**config.mk**
```make
export PLATFORM = sky130hd
export DESIGN_NAME = pc_unit_flat
export DESIGN_NICKNAME = d
export VERILOG_FILES = /design/src/rtl/pc_unit_if.sv /design/src/rtl/pc_unit.sv /design/src/flat_wrapper.sv
export SDC_FILE = /design/constraint.sdc
export NUM_CORES = 1
export LEC_CHECK = 0
export CORE_MARGIN = 5
export CORE_UTILIZATION = 41
export DETAILED_ROUTE_END_ITERATION = 12
export GPL_TIMING_DRIVEN = 0
export PLACE_DENSITY = 0.81
export SETUP_SLACK_MARGIN = 0.2
export SLEW_MARGIN = 10
export SYNTH_ARGS = -nofsm -noshare
export SYNTH_HDL_FRONTEND = slang
export SYNTH_SLANG_ARGS = --single-unit
```
**constraint.sdc**
```tcl
create_clock -name clk -period 2 [get_ports clk]
set_input_delay 0.4 -clock clk [delete_from_list [all_inputs] [get_ports clk]]
set_output_delay 0.4 -clock clk [all_outputs]
set_load 0.05 [all_outputs]
```
**src/rtl/pc_unit_if.sv**
```systemverilog
// Bus bundle between fetch/control (master) and pc_unit (slave).
// No valid/ready pair: an op is consumed on every rising edge unless stall=1.
interface pc_unit_if #(
   parameter int WIDTH       = 16,
   parameter int STACK_DEPTH = 4
);
   localparam int DW = $clog2(STACK_DEPTH + 1);

   logic             stall;
   logic [2:0]       op;
   logic             cond;
   logic [WIDTH-1:0] offset;
   logic [WIDTH-1:0] target;
   logic [WIDTH-1:0] pc;
   logic [WIDTH-1:0] ret_top;
   logic [DW-1:0]    depth;
   logic             stack_full;
   logic             stack_empty;
   logic             err;

   modport master (
      output stall, op, cond, offset, target,
      input  pc, ret_top, depth, stack_full, stack_empty, err
   );

   modport slave (
      input  stall, op, cond, offset, target,
      output pc, ret_top, depth, stack_full, stack_empty, err
   );
endinterface

```
**src/rtl/pc_unit.sv**
```systemverilog
// Program counter with branch/jump and an optional return-address stack.
// Define PC_STACK_EN to build the stack; otherwise CALL acts as JMP and RET as INC.
module pc_unit #(
   parameter int               WIDTH       = 16,
   parameter logic [WIDTH-1:0] RESET_ADDR  = '0,
   parameter int               INC         = 1,
   parameter int               STACK_DEPTH = 4
) (
   input  logic     clk,
   input  logic     rst_n,
   pc_unit_if.slave bus
);
   localparam int DW = $clog2(STACK_DEPTH + 1);
   localparam int AW = (STACK_DEPTH > 1) ? $clog2(STACK_DEPTH) : 1;

   localparam logic [2:0] OP_BR   = 3'd1;
   localparam logic [2:0] OP_JMP  = 3'd2;
   localparam logic [2:0] OP_CALL = 3'd3;
`ifdef PC_STACK_EN
   localparam logic [2:0] OP_RET  = 3'd4;
`endif

   logic [WIDTH-1:0] pc_q;
   logic [WIDTH-1:0] pc_inc;

   assign pc_inc = pc_q + WIDTH'(INC);

`ifdef PC_STACK_EN
   logic [WIDTH-1:0] stk_q [STACK_DEPTH];
   logic [DW-1:0]    depth_q;
   logic             err_q;
   logic             full;
   logic             empty;
   logic [AW-1:0]    top_idx;
   logic [AW-1:0]    push_idx;

   assign full     = (depth_q == DW'(STACK_DEPTH));
   assign empty    = (depth_q == '0);
   assign top_idx  = AW'(depth_q - 1'b1);
   assign push_idx = AW'(depth_q);
`endif

   always_ff @(posedge clk or negedge rst_n) begin
      if (!rst_n) begin
         pc_q <= RESET_ADDR;
`ifdef PC_STACK_EN
         depth_q <= '0;
         err_q   <= 1'b0;
         for (int i = 0; i < STACK_DEPTH; i++) stk_q[i] <= '0;
`endif
      end else if (!bus.stall) begin
         case (bus.op)
            OP_BR:   pc_q <= bus.cond ? (pc_q + bus.offset) : pc_inc;
            OP_JMP:  pc_q <= bus.target;
`ifdef PC_STACK_EN
            OP_CALL: begin
               pc_q <= bus.target;
               if (full) begin
                  err_q <= 1'b1;
               end else begin
                  stk_q[push_idx] <= pc_inc;
                  depth_q         <= depth_q + 1'b1;
               end
            end
            OP_RET: begin
               if (empty) begin
                  pc_q  <= pc_inc;
                  err_q <= 1'b1;
               end else begin
                  // Popped slot is cleared so ret_top stays a plain indexed read.
                  pc_q           <= stk_q[top_idx];
                  stk_q[top_idx] <= '0;
                  depth_q        <= depth_q - 1'b1;
               end
            end
`else
            OP_CALL: pc_q <= bus.target;
`endif
            default: pc_q <= pc_inc;
         endcase
      end
   end

   assign bus.pc = pc_q;

`ifdef PC_STACK_EN
   assign bus.ret_top     = empty ? '0 : stk_q[top_idx];
   assign bus.depth       = depth_q;
   assign bus.stack_full  = full;
   assign bus.stack_empty = empty;
   assign bus.err         = err_q;
`else
   assign bus.ret_top     = '0;
   assign bus.depth       = '0;
   assign bus.stack_full  = 1'b0;
   assign bus.stack_empty = 1'b1;
   assign bus.err         = 1'b0;
`endif
endmodule
```
**src/flat_wrapper.sv**
```systemverilog
// flat-port wrapper written by rule: the top's interface ports become plain ports
module pc_unit_flat 
#(
   parameter int               WIDTH       = 16,
   parameter logic [WIDTH-1:0] RESET_ADDR  = '0,
   parameter int               INC         = 1,
   parameter int               STACK_DEPTH = 4
)
  (clk, rst_n, bus_stall, bus_op, bus_cond, bus_offset, bus_target, bus_pc, bus_ret_top, bus_depth, bus_stack_full, bus_stack_empty, bus_err);
  pc_unit_if #(.WIDTH(WIDTH), .STACK_DEPTH(STACK_DEPTH)) bus_i ();
  input  logic clk;
  input  logic rst_n;
  input wire logic [$bits(bus_i.stall)-1:0] bus_stall;
  input wire logic [$bits(bus_i.op)-1:0] bus_op;
  input wire logic [$bits(bus_i.cond)-1:0] bus_cond;
  input wire logic [$bits(bus_i.offset)-1:0] bus_offset;
  input wire logic [$bits(bus_i.target)-1:0] bus_target;
  output wire logic [$bits(bus_i.pc)-1:0] bus_pc;
  output wire logic [$bits(bus_i.ret_top)-1:0] bus_ret_top;
  output wire logic [$bits(bus_i.depth)-1:0] bus_depth;
  output wire logic [$bits(bus_i.stack_full)-1:0] bus_stack_full;
  output wire logic [$bits(bus_i.stack_empty)-1:0] bus_stack_empty;
  output wire logic [$bits(bus_i.err)-1:0] bus_err;
  assign bus_i.stall = bus_stall;
  assign bus_i.op = bus_op;
  assign bus_i.cond = bus_cond;
  assign bus_i.offset = bus_offset;
  assign bus_i.target = bus_target;
  assign bus_pc = bus_i.pc;
  assign bus_ret_top = bus_i.ret_top;
  assign bus_depth = bus_i.depth;
  assign bus_stack_full = bus_i.stack_full;
  assign bus_stack_empty = bus_i.stack_empty;
  assign bus_err = bus_i.err;
  pc_unit #(.WIDTH(WIDTH), .RESET_ADDR(RESET_ADDR), .INC(INC), .STACK_DEPTH(STACK_DEPTH)) u_core (.clk(clk), .rst_n(rst_n), .bus(bus_i));
endmodule
```
* After elaboration in Yosys (flattened, before gate mapping)
Index checks and enable logic that the tools add are counted.
** Operators by class
- Reductions and logical operators :: 1
- $add $sub $neg :: 2
- Equality and inequality tests :: 3
- Multiplexer cells :: 2
** Operators with widths (count)
- case mux 16 bit (2 select lines) :: 1
- adder 16 x 1 -> 16 bit, second input constant :: 1
- adder 16 bit :: 1
- 2-to-1 mux 16 bit :: 1
- == test 3 x 2 -> 1 bit, second input constant :: 2
- == test 3 x 1 -> 1 bit, second input constant :: 1
- OR reduction 2 bit :: 1
** Word-level totals
- Input port bits :: 39
- Word-level logic and storage cells :: 9
- Output and inout port bits :: 38
- Bits in registers :: 16

* Logic depth before layout (Yosys ltp)
- Depth in word-level cells :: 3
- Mapped depth :: 9
- Mapped depth without buffers :: 9

* Least setup slack after synthesis
No wires, ideal clock.
- Kind :: register to register
- From :: register u_core.pc_q[0], in the netlist u_core.bus.pc[0]
- To :: register u_core.pc_q[14], in the netlist u_core.bus.pc[14]
- Cell stages (with the launch flop) :: 10
- Period minus slack after synthesis :: 2.472 ns
- Path buffers :: 0
- Arrival :: 2.376 ns
- Library setup time :: 0.095 ns
- Data required time :: 1.905 ns
- Slack :: -0.472 ns
- Path through :: dfrtp_1 ha_1 inv_1 fa_1 nor2b_1 o31a_1 o2111ai_2 a21oi_1 nor3_1 o31ai_1
** On the way
- Longest elaborated chain between the ends :: 3
- Elaborated cells on any way between the ends :: 4
- Those cells by class :: add/sub: 2; mux: 2
** Ends and longest elaborated chain
- start, declared :: line pc_unit.sv:23 : logic [WIDTH-1:0] pc_q;
- start signal, assigned :: line pc_unit.sv:53 : OP_BR: pc_q <= bus.cond ? (pc_q + bus.offset) : pc_inc;
- start signal, assigned :: line pc_unit.sv:54 : OP_JMP: pc_q <= bus.target;
- start signal, assigned :: line pc_unit.sv:77 : OP_CALL: pc_q <= bus.target;
- adder 16 x 1 -> 16 bit / adder 16 bit (equally long branches) :: line pc_unit.sv:26, pc_unit.sv:53
- 2-to-1 mux 16 bit :: line pc_unit.sv:53
- case mux 16 bit (2 select lines) * :: line pc_unit.sv:52 : case (bus.op)
Every way passes the cells marked *; elsewhere a longest branch is shown, timed or not.
A chain may end at the register's enable or synchronous reset.

* Worst setup path in the final report
Same ends and word-level chain as after synthesis.

==> metrics.csv <==
metric;value;unit
Die Width;81.7;um
H-tree levels;1;
Fmax;478;MHz
Routability Congestion;0.877;
most frequent cells in the layout;buf_4, clkdlybuf4s50_1, dlygate4sd2_1;
sequential fraction of the synthesis area;19.0;%
cell taking the most area after synthesis;dfrtp_1;
clk_lat worst skew;260;ps
met3 wire len;528;um
Distinct cells, synth;61;
Worst Path Class, Setup;reg2reg;
drt via density;5.53;
Root Driver;clkbuf_8;
Starting Density;41.8;%
Fin. Hold Viols;0;
design area;3360;um^2
Reg clk slew, reported paths;70;ps
Slew Viols, Final;0;
Final Worst Setup Slack;-90.3;ps
violated checks;negative setup slack;
CP cell instances;ha_4, inv_2, fa_2, nor2b_2, o31a_1, o2111ai_4, a21oi_4, o21a_1, o31ai_1;
max FFs per register;16;
M1 WL;3010;um
mapped cell area;2110;um^2
drt drc;0;
nature of the critical path endpoint;flop;
synth warn;0;
status;complete, but fails checks;
DP Cell Count;410;
leakage;1.37;nW
dpl hpwl;5210;um
first-pass iteration count of the detailed router;5;
Slew @ Worst Pin;829;ps
Longest Clk Path Bufs;2;
Max Clock Skew;4.02;ps
Detailed Route WL;7360;um
clock tree from TritonCTS;done;
HP Class;in2reg;
DR iter-0 viols;221;
max layer used;met4;
vias;2410;
die area;6670;um^2
DP Worst Slack;-684;ps
Hold WS;561;ps
Worst EP arrival;2260;ps
total of max-cap violations;0;
Final ANT Viol Nets;0;
largest net degree at the start of global routing;17;
n_diodes;0;
first-pass GRT wire length;11600;um
syn avg cell area;7.86;um^2
flops & latches, synth;16;
non-filler instance count after layout;436;
Area Growth Syn to Fin;59.7;%
number of I/O port buffers;52;
CP Max Fanout;3;
gr usage total;22.5;%
Post-Syn Instances;268;
core footprint;5040;um^2
Post-synth EDFFs;0;
most common cell after layout, fill and taps aside;buf_4;
dominant cells by area after synthesis;dfrtp_1, ha_1, buf_4;
initial antenna violation count;0;
power density over cell area;967;nW/um^2
CP Data Required Time;2170;ps
Tcrit/Tclk final;105;%
TritonCTS buffer count;3;
Max stage delay on crit path;430;ps
Row Count;26;
CP Launch Type;flop;
top_reg_cell synth;dfrtp_1;
layout cells sized above 1;32.2;%
Fill cells;410;
Total Power;0.00325;W
relative slew slack;44.5;%
Final #Nets;423;
CP max-delay cell;dfrtp_2;
top-area cell type share of the netlist area;19.0;%
peak supply drop;538;uV
unrepaired setup endpoints after global routing;yes;
placement-stage cell area;2900;um^2
GRT overflow;0;
Async SR Flop Fraction;100;%
Finish-stage setup viols;9;
Tmin final;2090;ps
DR WL/cell;16.9;um
vias in the first global route;2360;
top-level port count;77;
clk sink count;16;
Die Height;81.7;um
DR WL met2;3710;um
[routing by layer]
layer	global-route usage, %	vias to the layer above
met1	28.3	1135
met2	38.3	104
met4	9.63	0
met3	3.18	11
li1	-	1160
met5	0	-
[metrics by stage]
| stage | util (%) | TNS, ps |
|---|---|---|
| global route | 66.7 | -1450 |
| floorplan | - | -401 |
| CTS | 63.1 | -172 |
| global placement | 57.4 | -5980 |
| finish | 66.7 | -500 |
| detailed placement | 57.4 | -6990 |
[worst paths after layout]
kind                                   from                end  slack, ps  cells past startpoint
max                        u_core.bus.pc[0]  u_core.bus.pc[14]        -90                      9
min                               bus_op[0]   u_core.bus.pc[4]        560                      3
max reg2reg                u_core.bus.pc[0]  u_core.bus.pc[14]        -90                      9
min reg2reg                u_core.bus.pc[6]   u_core.bus.pc[6]        620                      2
max in group asynchronous             rst_n   u_core.bus.pc[8]        780                      1
min in group asynchronous             rst_n   u_core.bus.pc[0]        610                      1
[area by class of cell]
cell class	count	area (um^2)	area share, %
Multi-Input combinational cell	233	1870	55.7
Tap cell	70	87.6	2.60
Inverter	9	33.8	1.00
Sequential cell	16	419	12.5
Timing Repair Buffer	74	686	20.4
Clock buffer	4	55.1	1.64
Buffer	30	209	6.21
[synthesized netlist by cell type, types with 2 or more instances]
cell type  number
inv_1           9
o221ai_1        4
nor3_1          5
clkbuf_1        5
and3_1          4
xor2_1          2
a21oi_1        23
o21ai_0        16
o21ai_1         6
o21a_1          6
nand2_1        18
o21bai_1        2
nand4_1         4
nor2_1         21
o2111ai_1       3
o22ai_1         2
dfrtp_1        16
ha_1           16
nand3_1        10
xnor2_1        12
a211oi_1        3
o31ai_1         2
buf_2           2
a22oi_1         3
buf_4          23
a2bb2oi_1       4
a221oi_1        3
nand2b_1        3
and2_1          2
nor2b_1         5
a31oi_1         3
conb_1          2
[critical path, delay by kind of cell (launching register included)]
| kind | cells | cell delay (ps) |
|---|---|---|
| AOI/OAI and AO/OA | 5 | 1080 |
| and+or+nand+nor | 1 | 50 |
| buffers and inverters | 1 | 50 |
| adders and majority gates | 2 | 380 |
| DFF | 1 | 430 |
[where the power goes]
part | total [W] | leakage, nW | internal [W] | switching [W]
sequential | 0.000596 | 0.176 | 0.000422 | 0.000174
combinational | 0.00235 | 1.16 | 0.00102 | 0.00133
clock | 0.000306 | 0.0288 | 0.000175 | 0.000130
total | 0.00325 | 1.37 | 0.00161 | 0.00164
[repair_timing]
action                     4_1_cts  5_1_grt
buffers inserted                15        7
resized for setup               50       25
hold buffers                     0        0
setup endpoints to repair       32       16
pin swaps                       30       31
[kinds of logic after synthesis]
kind of cell | synth area share, %
other cells | 0.357
buf+inv | 11.2
simple gates | 19.8
compound gates | 32.9
flops | 19.0
mux | 0.535
xor+xnor | 5.82
fa+ha+maj | 10.5
No activity file was read; power rests on OpenSTA's default activity.
